<file path="config.mk">
export PLATFORM = sky130hd
export DESIGN_NAME = multi_cycle_control
export DESIGN_NICKNAME = d
export VERILOG_FILES = /design/src/rtl/multi_cycle_control_pkg.sv /design/src/rtl/instr_decode.sv /design/src/rtl/multi_cycle_control.sv
export SDC_FILE = /design/constraint.sdc
export NUM_CORES = 1
export LEC_CHECK = 0
export BUFFER_PORTS_ARGS = -buffer_cell sky130_fd_sc_hd__buf_2
export CAP_MARGIN = 20
export CORE_ASPECT_RATIO = 1.2
export CORE_MARGIN = 2
export CORE_UTILIZATION = 35
export DETAILED_ROUTE_END_ITERATION = 6
export PLACE_DENSITY_LB_ADDON = 0.08
export REMOVE_ABC_BUFFERS = 1
export SYNTH_ARGS = -nofsm -noshare
export SYNTH_HDL_FRONTEND = slang
export SYNTH_SLANG_ARGS = --single-unit
</file>
<file path="constraint.sdc">
create_clock -name clk -period 9.5 [get_ports clk]
set_clock_uncertainty 0.2 [all_clocks]
set_input_delay 1.425 -clock clk [delete_from_list [all_inputs] [get_ports clk]]
set_output_delay 1.425 -clock clk [all_outputs]
set_load 0.05 [all_outputs]
</file>
<file path="src/rtl/multi_cycle_control_pkg.sv">
// Shared definitions for the multi-cycle MIPS control unit.
// Holds FSM state and instruction-kind enums, trap cause codes, opcode and
// funct values, and the mux/ALU/extender/next-PC codes shared with the
// single-cycle control path.
package multi_cycle_control_pkg;

  typedef enum logic [2:0] {
    S_FETCH, S_DECODE, S_EXEC, S_MEM, S_WB, S_TRAP
  } state_e;

  typedef enum logic [3:0] {
    K_ADDU, K_SUBU, K_LUI, K_ORI, K_LW, K_SW, K_BEQ, K_NOP, K_J, K_JAL, K_UNKNOWN
  } kind_e;

  localparam logic [1:0] TRAP_NONE       = 2'd0;
  localparam logic [1:0] TRAP_ILLEGAL    = 2'd1;
  localparam logic [1:0] TRAP_IM_TIMEOUT = 2'd2;
  localparam logic [1:0] TRAP_DM_TIMEOUT = 2'd3;

  localparam logic [5:0] OP_RTYPE   = 6'h00;
  localparam logic [5:0] OP_J       = 6'h02;
  localparam logic [5:0] OP_JAL     = 6'h03;
  localparam logic [5:0] OP_BEQ     = 6'h04;
  localparam logic [5:0] OP_ORI     = 6'h0D;
  localparam logic [5:0] OP_LUI     = 6'h0F;
  localparam logic [5:0] OP_LW      = 6'h23;
  localparam logic [5:0] OP_SW      = 6'h2B;
  localparam logic [5:0] FUNCT_ADDU = 6'h21;
  localparam logic [5:0] FUNCT_SUBU = 6'h23;

  localparam logic [1:0] CM_RF_WRITE_ADDR_RT  = 2'd0;
  localparam logic [1:0] CM_RF_WRITE_ADDR_RD  = 2'd1;
  localparam logic [1:0] CM_RF_WRITE_ADDR_31  = 2'd2;
  localparam logic [1:0] CM_RF_WRITE_DATA_ALU = 2'd0;
  localparam logic [1:0] CM_RF_WRITE_DATA_DM  = 2'd1;
  localparam logic [1:0] CM_RF_WRITE_DATA_PC4 = 2'd2;
  localparam logic       CM_ALU_NUM2_RT       = 1'b0;
  localparam logic       CM_ALU_NUM2_EXT      = 1'b1;

  localparam logic [4:0] ALU_ADD = 5'd0;
  localparam logic [4:0] ALU_SUB = 5'd1;
  localparam logic [4:0] ALU_OR  = 5'd2;

  localparam logic [2:0] EXT_ZERO = 3'd0;
  localparam logic [2:0] EXT_SIGN = 3'd1;
  localparam logic [2:0] EXT_LUI  = 3'd2;

  localparam logic [2:0] NPC_PC4             = 3'd0;
  localparam logic [2:0] NPC_JUMP_WHEN_EQUAL = 3'd1;
  localparam logic [2:0] NPC_JUMP_ABS        = 3'd2;

  // j/jal are only legal when the jump decoder is built in.
  function automatic logic is_illegal(input kind_e k, input logic jal_en);
    return (k == K_UNKNOWN) || (!jal_en && ((k == K_J) || (k == K_JAL)));
  endfunction

endpackage

</file>
<file path="src/rtl/instr_decode.sv">
// Combinational instruction classifier shared with the single-cycle control.
// Ports: ir (32-bit instruction register) -> kind (instruction class).
// An all-zero word is the canonical nop; any other sll-style encoding or
// unrecognised opcode/funct is classified as unknown.
module instr_decode
  import multi_cycle_control_pkg::*;
(
  input  logic [31:0] ir,
  output kind_e       kind
);

  always_comb begin
    kind = K_UNKNOWN;
    if (ir == 32'h0000_0000) begin
      kind = K_NOP;
    end else begin
      case (ir[31:26])
        OP_RTYPE: begin
          if (ir[5:0] == FUNCT_ADDU)      kind = K_ADDU;
          else if (ir[5:0] == FUNCT_SUBU) kind = K_SUBU;
        end
        OP_J:    kind = K_J;
        OP_JAL:  kind = K_JAL;
        OP_BEQ:  kind = K_BEQ;
        OP_ORI:  kind = K_ORI;
        OP_LUI:  kind = K_LUI;
        OP_LW:   kind = K_LW;
        OP_SW:   kind = K_SW;
        default: kind = K_UNKNOWN;
      endcase
    end
  end

endmodule

</file>
<file path="src/rtl/multi_cycle_control.sv">
// Multi-cycle MIPS control unit: sequences FETCH/DECODE/EXEC/MEM/WB with
// req/ack memory handshakes, traps on illegal instructions and memory
// timeouts, and counts retired instructions.
// Ports:
//   clk, reset (sync, active-high)
//   instr, im_ack, dm_ack         : memory inputs
//   im_req, dm_req                : memory requests
//   cw_* / cm_*                   : datapath control wires
//   trap, trap_cause              : sticky error flag and its cause
//   retired                       : retired-instruction counter (wraps)
module multi_cycle_control
  import multi_cycle_control_pkg::*;
#(
  parameter int MEM_TIMEOUT = 16,
  parameter int CNT_W       = 32,
  parameter int ENABLE_JAL  = 1
) (
  input  logic             clk,
  input  logic             reset,
  input  logic [31:0]      instr,
  input  logic             im_ack,
  input  logic             dm_ack,
  output logic             im_req,
  output logic             dm_req,
  output logic             cw_ir_write,
  output logic             cw_pc_enable,
  output logic [1:0]       cm_rf_write_addr,
  output logic [1:0]       cm_rf_write_data,
  output logic             cm_alu_num2,
  output logic [2:0]       cw_npc_jump_mode,
  output logic             cw_rf_write_enable,
  output logic [4:0]       cw_alu_op,
  output logic [2:0]       cw_ext_mode,
  output logic             cw_dm_write_enable,
  output logic             trap,
  output logic [1:0]       trap_cause,
  output logic [CNT_W-1:0] retired
);

  localparam int WAIT_W = $clog2(MEM_TIMEOUT + 1) + 1;

  state_e            state;
  kind_e             kind;
  logic [31:0]       ir;
  logic [WAIT_W-1:0] wait_cnt;
  logic [WAIT_W-1:0] wait_next;
  logic              timeout_hit;
  logic              illegal;

  instr_decode u_decode (
    .ir   (ir),
    .kind (kind)
  );

  assign illegal     = is_illegal(kind, ENABLE_JAL != 0);
  assign wait_next   = wait_cnt + WAIT_W'(1);
  // The ack path is checked before this, so an ack in the limit cycle wins.
  assign timeout_hit = (MEM_TIMEOUT != 0) && (wait_next == WAIT_W'(MEM_TIMEOUT));

  // Strobes are gated by reset so an aborted instruction writes nothing.
  always_comb begin
    im_req             = !reset && (state == S_FETCH);
    dm_req             = !reset && (state == S_MEM);
    cw_ir_write        = im_req && im_ack;
    cw_dm_write_enable = dm_req && (kind == K_SW);
    cw_rf_write_enable = !reset && (state == S_WB);
    cw_pc_enable       = !reset &&
                         (((state == S_EXEC) && ((kind == K_BEQ) || (kind == K_NOP) || (kind == K_J))) ||
                          ((state == S_MEM) && (kind == K_SW) && dm_ack) ||
                          (state == S_WB));
  end

  // Mux selects and modes follow the IR kind; they only matter DECODE..WB.
  always_comb begin
    cm_rf_write_addr = CM_RF_WRITE_ADDR_RT;
    cm_rf_write_data = CM_RF_WRITE_DATA_ALU;
    cm_alu_num2      = CM_ALU_NUM2_RT;
    cw_npc_jump_mode = NPC_PC4;
    cw_alu_op        = ALU_ADD;
    cw_ext_mode      = EXT_ZERO;
    case (kind)
      K_ADDU: cm_rf_write_addr = CM_RF_WRITE_ADDR_RD;
      K_SUBU: begin
        cm_rf_write_addr = CM_RF_WRITE_ADDR_RD;
        cw_alu_op        = ALU_SUB;
      end
      K_LUI: begin
        cm_alu_num2 = CM_ALU_NUM2_EXT;
        cw_ext_mode = EXT_LUI;
      end
      K_ORI: begin
        cm_alu_num2 = CM_ALU_NUM2_EXT;
        cw_alu_op   = ALU_OR;
      end
      K_LW: begin
        cm_rf_write_data = CM_RF_WRITE_DATA_DM;
        cm_alu_num2      = CM_ALU_NUM2_EXT;
        cw_ext_mode      = EXT_SIGN;
      end
      K_SW: begin
        cm_alu_num2 = CM_ALU_NUM2_EXT;
        cw_ext_mode = EXT_SIGN;
      end
      K_BEQ: begin
        cw_npc_jump_mode = NPC_JUMP_WHEN_EQUAL;
        cw_alu_op        = ALU_SUB;
        cw_ext_mode      = EXT_SIGN;
      end
      K_J:   cw_npc_jump_mode = NPC_JUMP_ABS;
      K_JAL: begin
        cw_npc_jump_mode = NPC_JUMP_ABS;
        cm_rf_write_addr = CM_RF_WRITE_ADDR_31;
        cm_rf_write_data = CM_RF_WRITE_DATA_PC4;
      end
      default: ;
    endcase
  end

  // IR is a plain data register: captured only on an accepted fetch.
  always_ff @(posedge clk) begin
    if (cw_ir_write) ir <= instr;
  end

  always_ff @(posedge clk) begin
    if (reset) begin
      state      <= S_FETCH;
      wait_cnt   <= '0;
      retired    <= '0;
      trap       <= 1'b0;
      trap_cause <= TRAP_NONE;
    end else begin
      if (cw_pc_enable) retired <= retired + CNT_W'(1);
      case (state)
        S_FETCH: begin
          if (im_ack) begin
            state    <= S_DECODE;
            wait_cnt <= '0;
          end else if (timeout_hit) begin
            state      <= S_TRAP;
            trap       <= 1'b1;
            trap_cause <= TRAP_IM_TIMEOUT;
          end else begin
            wait_cnt <= wait_next;
          end
        end
        S_DECODE: begin
          if (illegal) begin
            state      <= S_TRAP;
            trap       <= 1'b1;
            trap_cause <= TRAP_ILLEGAL;
          end else begin
            state <= S_EXEC;
          end
        end
        S_EXEC: begin
          case (kind)
            K_BEQ, K_NOP, K_J: state <= S_FETCH;
            K_LW, K_SW:        state <= S_MEM;
            default:           state <= S_WB;
          endcase
        end
        S_MEM: begin
          if (dm_ack) begin
            state    <= (kind == K_LW) ? S_WB : S_FETCH;
            wait_cnt <= '0;
          end else if (timeout_hit) begin
            state      <= S_TRAP;
            trap       <= 1'b1;
            trap_cause <= TRAP_DM_TIMEOUT;
          end else begin
            wait_cnt <= wait_next;
          end
        end
        S_WB:    state <= S_FETCH;
        S_TRAP:  state <= S_TRAP;
        default: state <= S_FETCH;
      endcase
    end
  end

endmodule
</file>
---- Yosys cells after proc, flatten, opt, wreduce, memory -nomap -nowiden ----
Cells that the tools add are included.
word-level totals
  output and inout bits ................... 57
  register bits after elaboration ......... 76
  bits of input ports ..................... 36
  word-level logic and storage cells ...... 99
cells by class
  $add $sub $neg .......................... 2
  reductions and logical operators ........ 29
  mux-type cells .......................... 32
  equal/unequal tests ..................... 30
operator list
  cell                   number
  $add 32x1->32 const B  1
  $logic_not 32->1       1
  $pmux 4 s8             1
  $eq 6x6->1 const B     4
  $pmux 2 s2             5
  $mux 6                 3
  $eq 4x3->1 const B     4
  $mux 3                 5
  $pmux 3 s5             1
  $eq 4x4->1 const B     3
  $eq 6x2->1 const B     2
  $eq 6x4->1 const B     2
  $mux 4                 3
  $pmux 6 s2             1
  $mux 2                 5
  $ne 2x2->1 const B     5
  $logic_and 1x1->1      9
  $eq 4x2->1 const B     2
  $reduce_or 2->1        4
  $add 6x1->6 const B    1
  $eq 3x2->1 const B     2
  $eq 3x3->1 const B     2
  $eq 6x3->1 const B     1
  $eq 6x5->1 const B     1
  17 further kinds       25

---- Longest topological paths before layout ----
  depth in word-level cells ............... 12
  depth in mapped cells ................... 9
  gate-level depth less buffers ........... 6

---- Hierarchy ----
From an unflattened synthesis, not the netlist that was laid out.
unflattened totals
  cells, all modules ...................... 374
  area total of the unflattened synthesis .. 3703.6 um2
by module, submodules not included
  module               area an instance (um2)  cells an instance  times used  seq. area each (um2)
  multi_cycle_control  3468.3                  337                1           1841.8
  instr_decode         235.2                   37                 1           0.0

---- Worst setup path after synthesis ----
Ideal clock, no wire load.
  kind .................................... input to output
  start point ............................. in reset
  end point ............................... out cw_dm_write_enable
  required time ........................... 7875 ps
  arrival time ............................ 4610 ps
  buffers on the path ..................... 2
  slack ................................... 3265 ps
  stages .................................. 4
  cell sequence ........................... clkbuf_1 clkbuf_1 nor3_1 nor4b_1
on the way
  cells in the longest elaborated chain, start to end .. 3
ends and longest elaborated chain
  element            line                       text
  start, declared    multi_cycle_control.sv:19  input logic reset,
  $logic_not 1->1    multi_cycle_control.sv:63  dm_req = !reset && (state == S_MEM);
  $logic_and 1x1->1  multi_cycle_control.sv:63
  named net dm_req   multi_cycle_control.sv:24  output logic dm_req,
  $logic_and 1x1->1  multi_cycle_control.sv:65  cw_dm_write_enable = dm_req && (kind == K_SW);
  end, declared      multi_cycle_control.sv:34  output logic cw_dm_write_enable,
The timed path passes the listed nets, and every way through them passes these cells.

---- Worst setup path after layout ----
  start point ............................. reg ir[31]
  end point ............................... out cw_pc_enable
on the way
  cells in the longest elaborated chain, start to end .. 10
  elaborated cells on any way between the ends .. 23
ends and longest elaborated chain
  element                             line                        text
  start, declared                     multi_cycle_control.sv:44   logic [31:0] ir;
  start signal, assigned              multi_cycle_control.sv:121  if (cw_ir_write) ir <= instr;
  $eq 6x6->1 (tied with other cells)  instr_decode.sv:17          case (ir[31:26])
  $pmux 4 s8                          instr_decode.sv:17
  $mux 4 *                            instr_decode.sv:14          if (ir == 32'h0000_0000) begin
  $eq 4x3->1                          multi_cycle_control.sv:68   (((state == S_EXEC) && ((kind == K_BEQ) || (kind == K_NOP) || (kind == K_J))) ||
  $logic_or 1x1->1 (2 in series)      multi_cycle_control.sv:68
  $logic_and 1x1->1                   multi_cycle_control.sv:68
  $logic_or 1x1->1 *                  multi_cycle_control.sv:68
  $logic_or 1x1->1 *                  multi_cycle_control.sv:69   ((state == S_MEM) && (kind == K_SW) && dm_ack) ||
  $logic_and 1x1->1 *                 multi_cycle_control.sv:67   cw_pc_enable = !reset &&
  end, declared                       multi_cycle_control.sv:26   output logic cw_pc_enable,
Every way passes the cells marked *; elsewhere a longest branch is shown, timed or not.

==> qor_table.md <==
| Result | Value |
|:---|:---|
| Max IR drop VDD | 0.0757 mV |
| CTS Hold Bufs | 0 |
| Fraction of layout cells with a size suffix above 1 | 28.5% |
| DR WL/cell | 14.1 um |
| Result of the run | completed |
| Static power due to leakage | 1.95 nW |
| Core Box Area | 11100 um2 |
| Clock sink count | 76 |
| Number of non-filler instances in the completed layout | 652 |
| Drt first-iter violations | 120 |
| Number of buffers created by CTS | 9 |
| Overall die width | 102 um |
| DR DRC count | 0 |
| Starting utilization of the core area | 36.1% |
| Number of antenna violations at the first check in global routing | 0 |
| Worst setup path category | register to output port |
| Final count of negative-setup-slack endpoints | 0 |
| Ys async rst share | 0% |
| Arrival time of the worst setup path | 3.33 ns |
| Clock root cell | clkbuf_16 |
| Maximum clock rate | 202 MHz |
| Clock period minus final worst setup slack | 4.96 ns |
| Number of setup buffers added after CTS | 0 |
| TritonCTS clock tree | built |
| Worst-skew pair later-pin latency | 0.34 ns |
| # Max-Cap Violations | 0 |
| Setup repair after global routing missed its margin | false |
| Startpoint type of the worst setup path | register |
| Post-Route WL | 9170 um |
| Final ANT Viol Nets | 0 |
| Vias post-DR | 3294 |
| Post-route fraction of the period consumed by the critical path | 52.2% |
| Pwr Density | 164 nW/um2 |
| Worst hold-check path type | register to register |
| Overall Global Routing Usage | 15.8% |
| Inst Count DP | 636 |
| Primary flip-flop cell chosen by synthesis mapping | dfxtp_1 |
| Die Footprint | 12300 um2 |
| Count of cells resized by post-cts repair | 0 |
| Clk slew on worst S/H paths | 0.07 ns |
| GR Overflow Total | 0 |
| Vias in the first global route | 3165 |
| Series of cell instances along the critical path | or4_4 -> or3_1 -> nor4_4 -> o211ai_4 -> a21oi_1 -> buf_2 |
| Antenna cells | 0 |
| Post-synthesis area per instance | 9.62 um2 |
| Kind of end point of the critical path | output port |
| Data required time of the worst path | 7.88 ns |
| Number of hold-slack violations in the final timing report | 0 |
| I/O pin count | 93 |
| Worst Max-Slew Pin Slew | 0.976 ns |
| Netlist Area Pre-Place | 4000 um2 |
| Port Buf Inserts | 87 |
| Max-Slew Margin vs Limit | 34.4% |
| Share of synthesized area occupied by flip-flops and latches | 46.0% |
| Number of enable-type register cells in the synthesized netlist | 32 |
| Floorplan row count | 42 |
| Largest stage delay, worst path | 0.62 ns |
| Critical-path top delay cell | or4_4 |
| HPWL after detailed placement | 6560 um |
| Gate Count Post-Synth | 416 |
| Vertical die dimension | 121 um |
| Post-synthesis cell type count | 63 |
| FF+latch count, synth | 76 |
| Ratio of routed vias to standard cells | 5.05 |
| Number of H-tree branching levels | 3 |
| Wire length of the first global-routing pass | 15100 um |
| Clk buf depth | 2 |
| Synth Warn # | 0 |
| Synthesis-to-finish area growth | 21.3% |
| Top fanout value on the critical path | 23 |
| Number of pins with negative max-slew slack in the final report | 0 |
| Layout Nets | 531 |
| Count of TritonRoute iterations in the first routing pass | 4 |
| Gpl congestion | 0.761 |
| Largest net degree at the start of global routing | 71 |
| Sum Neg Setup Slack | 0 ns |
-- stage by stage --
stage	setup slack (ns)	hold WS, ns	power (mW)	utilization (%)	area (um2)
CTS	4.52	0.244	0.810	43.8	4850
global route	4.37	0.293	0.838	43.8	4850
global placement	4.84	0.231	0.443	40.9	4540
floorplan	3.02	0.262	0.416	-	3870
detailed placement	4.81	0.234	0.444	40.9	4540
finish	4.54	0.239	0.797	43.8	4850
-- cells in the mapped netlist (3+ instances only) --
| master | n | area share (%) |
|---|---|---|
| and2_1 | 4 | 0.63 |
| and3_1 | 7 | 1.1 |
| nor4_1 | 10 | 1.6 |
| a21oi_2 | 18 | 3.9 |
| nand2_1 | 19 | 1.8 |
| nor2_1 | 49 | 4.6 |
| mux2i_1 | 3 | 0.75 |
| mux2_1 | 21 | 5.9 |
| nor3_1 | 16 | 2.0 |
| a21oi_1 | 18 | 2.3 |
| nor4b_1 | 4 | 0.88 |
| nor2b_1 | 31 | 4.8 |
| nand4_1 | 11 | 1.7 |
| nand2b_1 | 3 | 0.47 |
| edfxtp_1 | 32 | 24 |
| o21ai_1 | 4 | 0.50 |
| o21ai_0 | 5 | 0.63 |
| nand3_1 | 22 | 2.8 |
| inv_1 | 9 | 0.84 |
| mux2_2 | 8 | 2.3 |
| dfxtp_1 | 44 | 22 |
| buf_4 | 5 | 0.94 |
| clkbuf_1 | 19 | 1.8 |
| xor2_1 | 3 | 0.66 |
| or3_1 | 5 | 0.78 |
-- path summary, 6_finish.rpt --
path / endpoint / cells after the start / from / slack (ns)
worst min register to register: trap_cause[1]$_SDFFE_PP0P_ / 2 / trap_cause[1]$_SDFFE_PP0P_ / 0.24
worst max-delay path: cw_pc_enable / 6 / ir[31]$_DFFE_PP_ / 4.54
worst min-delay path: trap_cause[1]$_SDFFE_PP0P_ / 2 / trap_cause[1]$_SDFFE_PP0P_ / 0.24
worst max register to register: retired[31]$_SDFFE_PP0P_ / 6 / ir[31]$_DFFE_PP_ / 6.10
-- placed cells by master, fill, tap and decap left out, types with 4 or more instances in the layout --
cell	count
inv_1	9
mux2_2	8
nor4b_1	4
nor2b_1	31
and2_1	4
and3_1	7
o21ai_1	4
conb_1	5
nor2_1	49
a21oi_2	18
nand3_1	22
nor4_1	10
edfxtp_1	32
nor3_1	16
clkbuf_16	9
nand2_1	19
mux2_1	21
buf_2	87
dfxtp_1	44
nand4_1	11
inv_6	4
a21oi_1	18
o21ai_0	5
or3_1	5
-- worst max-delay path: cells and delay by family, from the launching register on --
kind / cells / cell delay (ns)
AO/OA/AOI/OAI: 2 / 0.62
AND/OR/NAND/NOR: 3 / 1.55
buffers and inverters: 1 / 0.28
flip-flops: 1 / 0.52
-- flip-flops by register name, summed over array words and instances, names as in the netlist --
register	count
ir	32
retired	32
wait_cnt	6
state	3
trap	1
trap_cause	2
-- logic make-up (layout without fill, tap and decap cells) --
logic type	after synthesis	after routing	share of synthesized area, %
compound gates	74	74	13.8
xor+xnor	3	3	0.657
fa+ha+maj	2	2	0.625
buf+inv	38	116	4.47
flops	76	76	46.0
mux	32	32	8.91
other cells	1	5	0.0937
simple gates	190	190	25.5
-- cell type report --
cell class / count / area, um2
clock buffers: 9 / 225
multi-input cells: 306 / 2010
flip-flops and latches: 76 / 1840
inverters: 10 / 37.5
repair buffers: 90 / 458
clock inverters: 7 / 87.6
fillers: 1120 / 6240
well taps: 154 / 193
-- report_power, final --
| part | internal [mW] | leakage [nW] | switching [mW] | total, mW |
|---|---|---|---|---|
| registers | 0.353 | 0.652 | 0.0104 | 0.363 |
| logic | 0.0218 | 1.15 | 0.0503 | 0.0721 |
| clock network | 0.211 | 0.155 | 0.151 | 0.362 |
| total | 0.586 | 1.95 | 0.211 | 0.797 |
-- per-layer routing --
| metal | track usage (%) | vias up | routed length (um) |
|---|---|---|---|
| met1 | 20.3 | 1547 | 4140 |
| met3 | 4.21 | 11 | 463 |
| met4 | 5.74 | 0 | 140 |
| li1 | - | 1664 | - |
| met5 | 0 | - | 0 |
| met2 | 25.3 | 72 | 4420 |
Note: power is estimated with default switching activity, not from simulation.
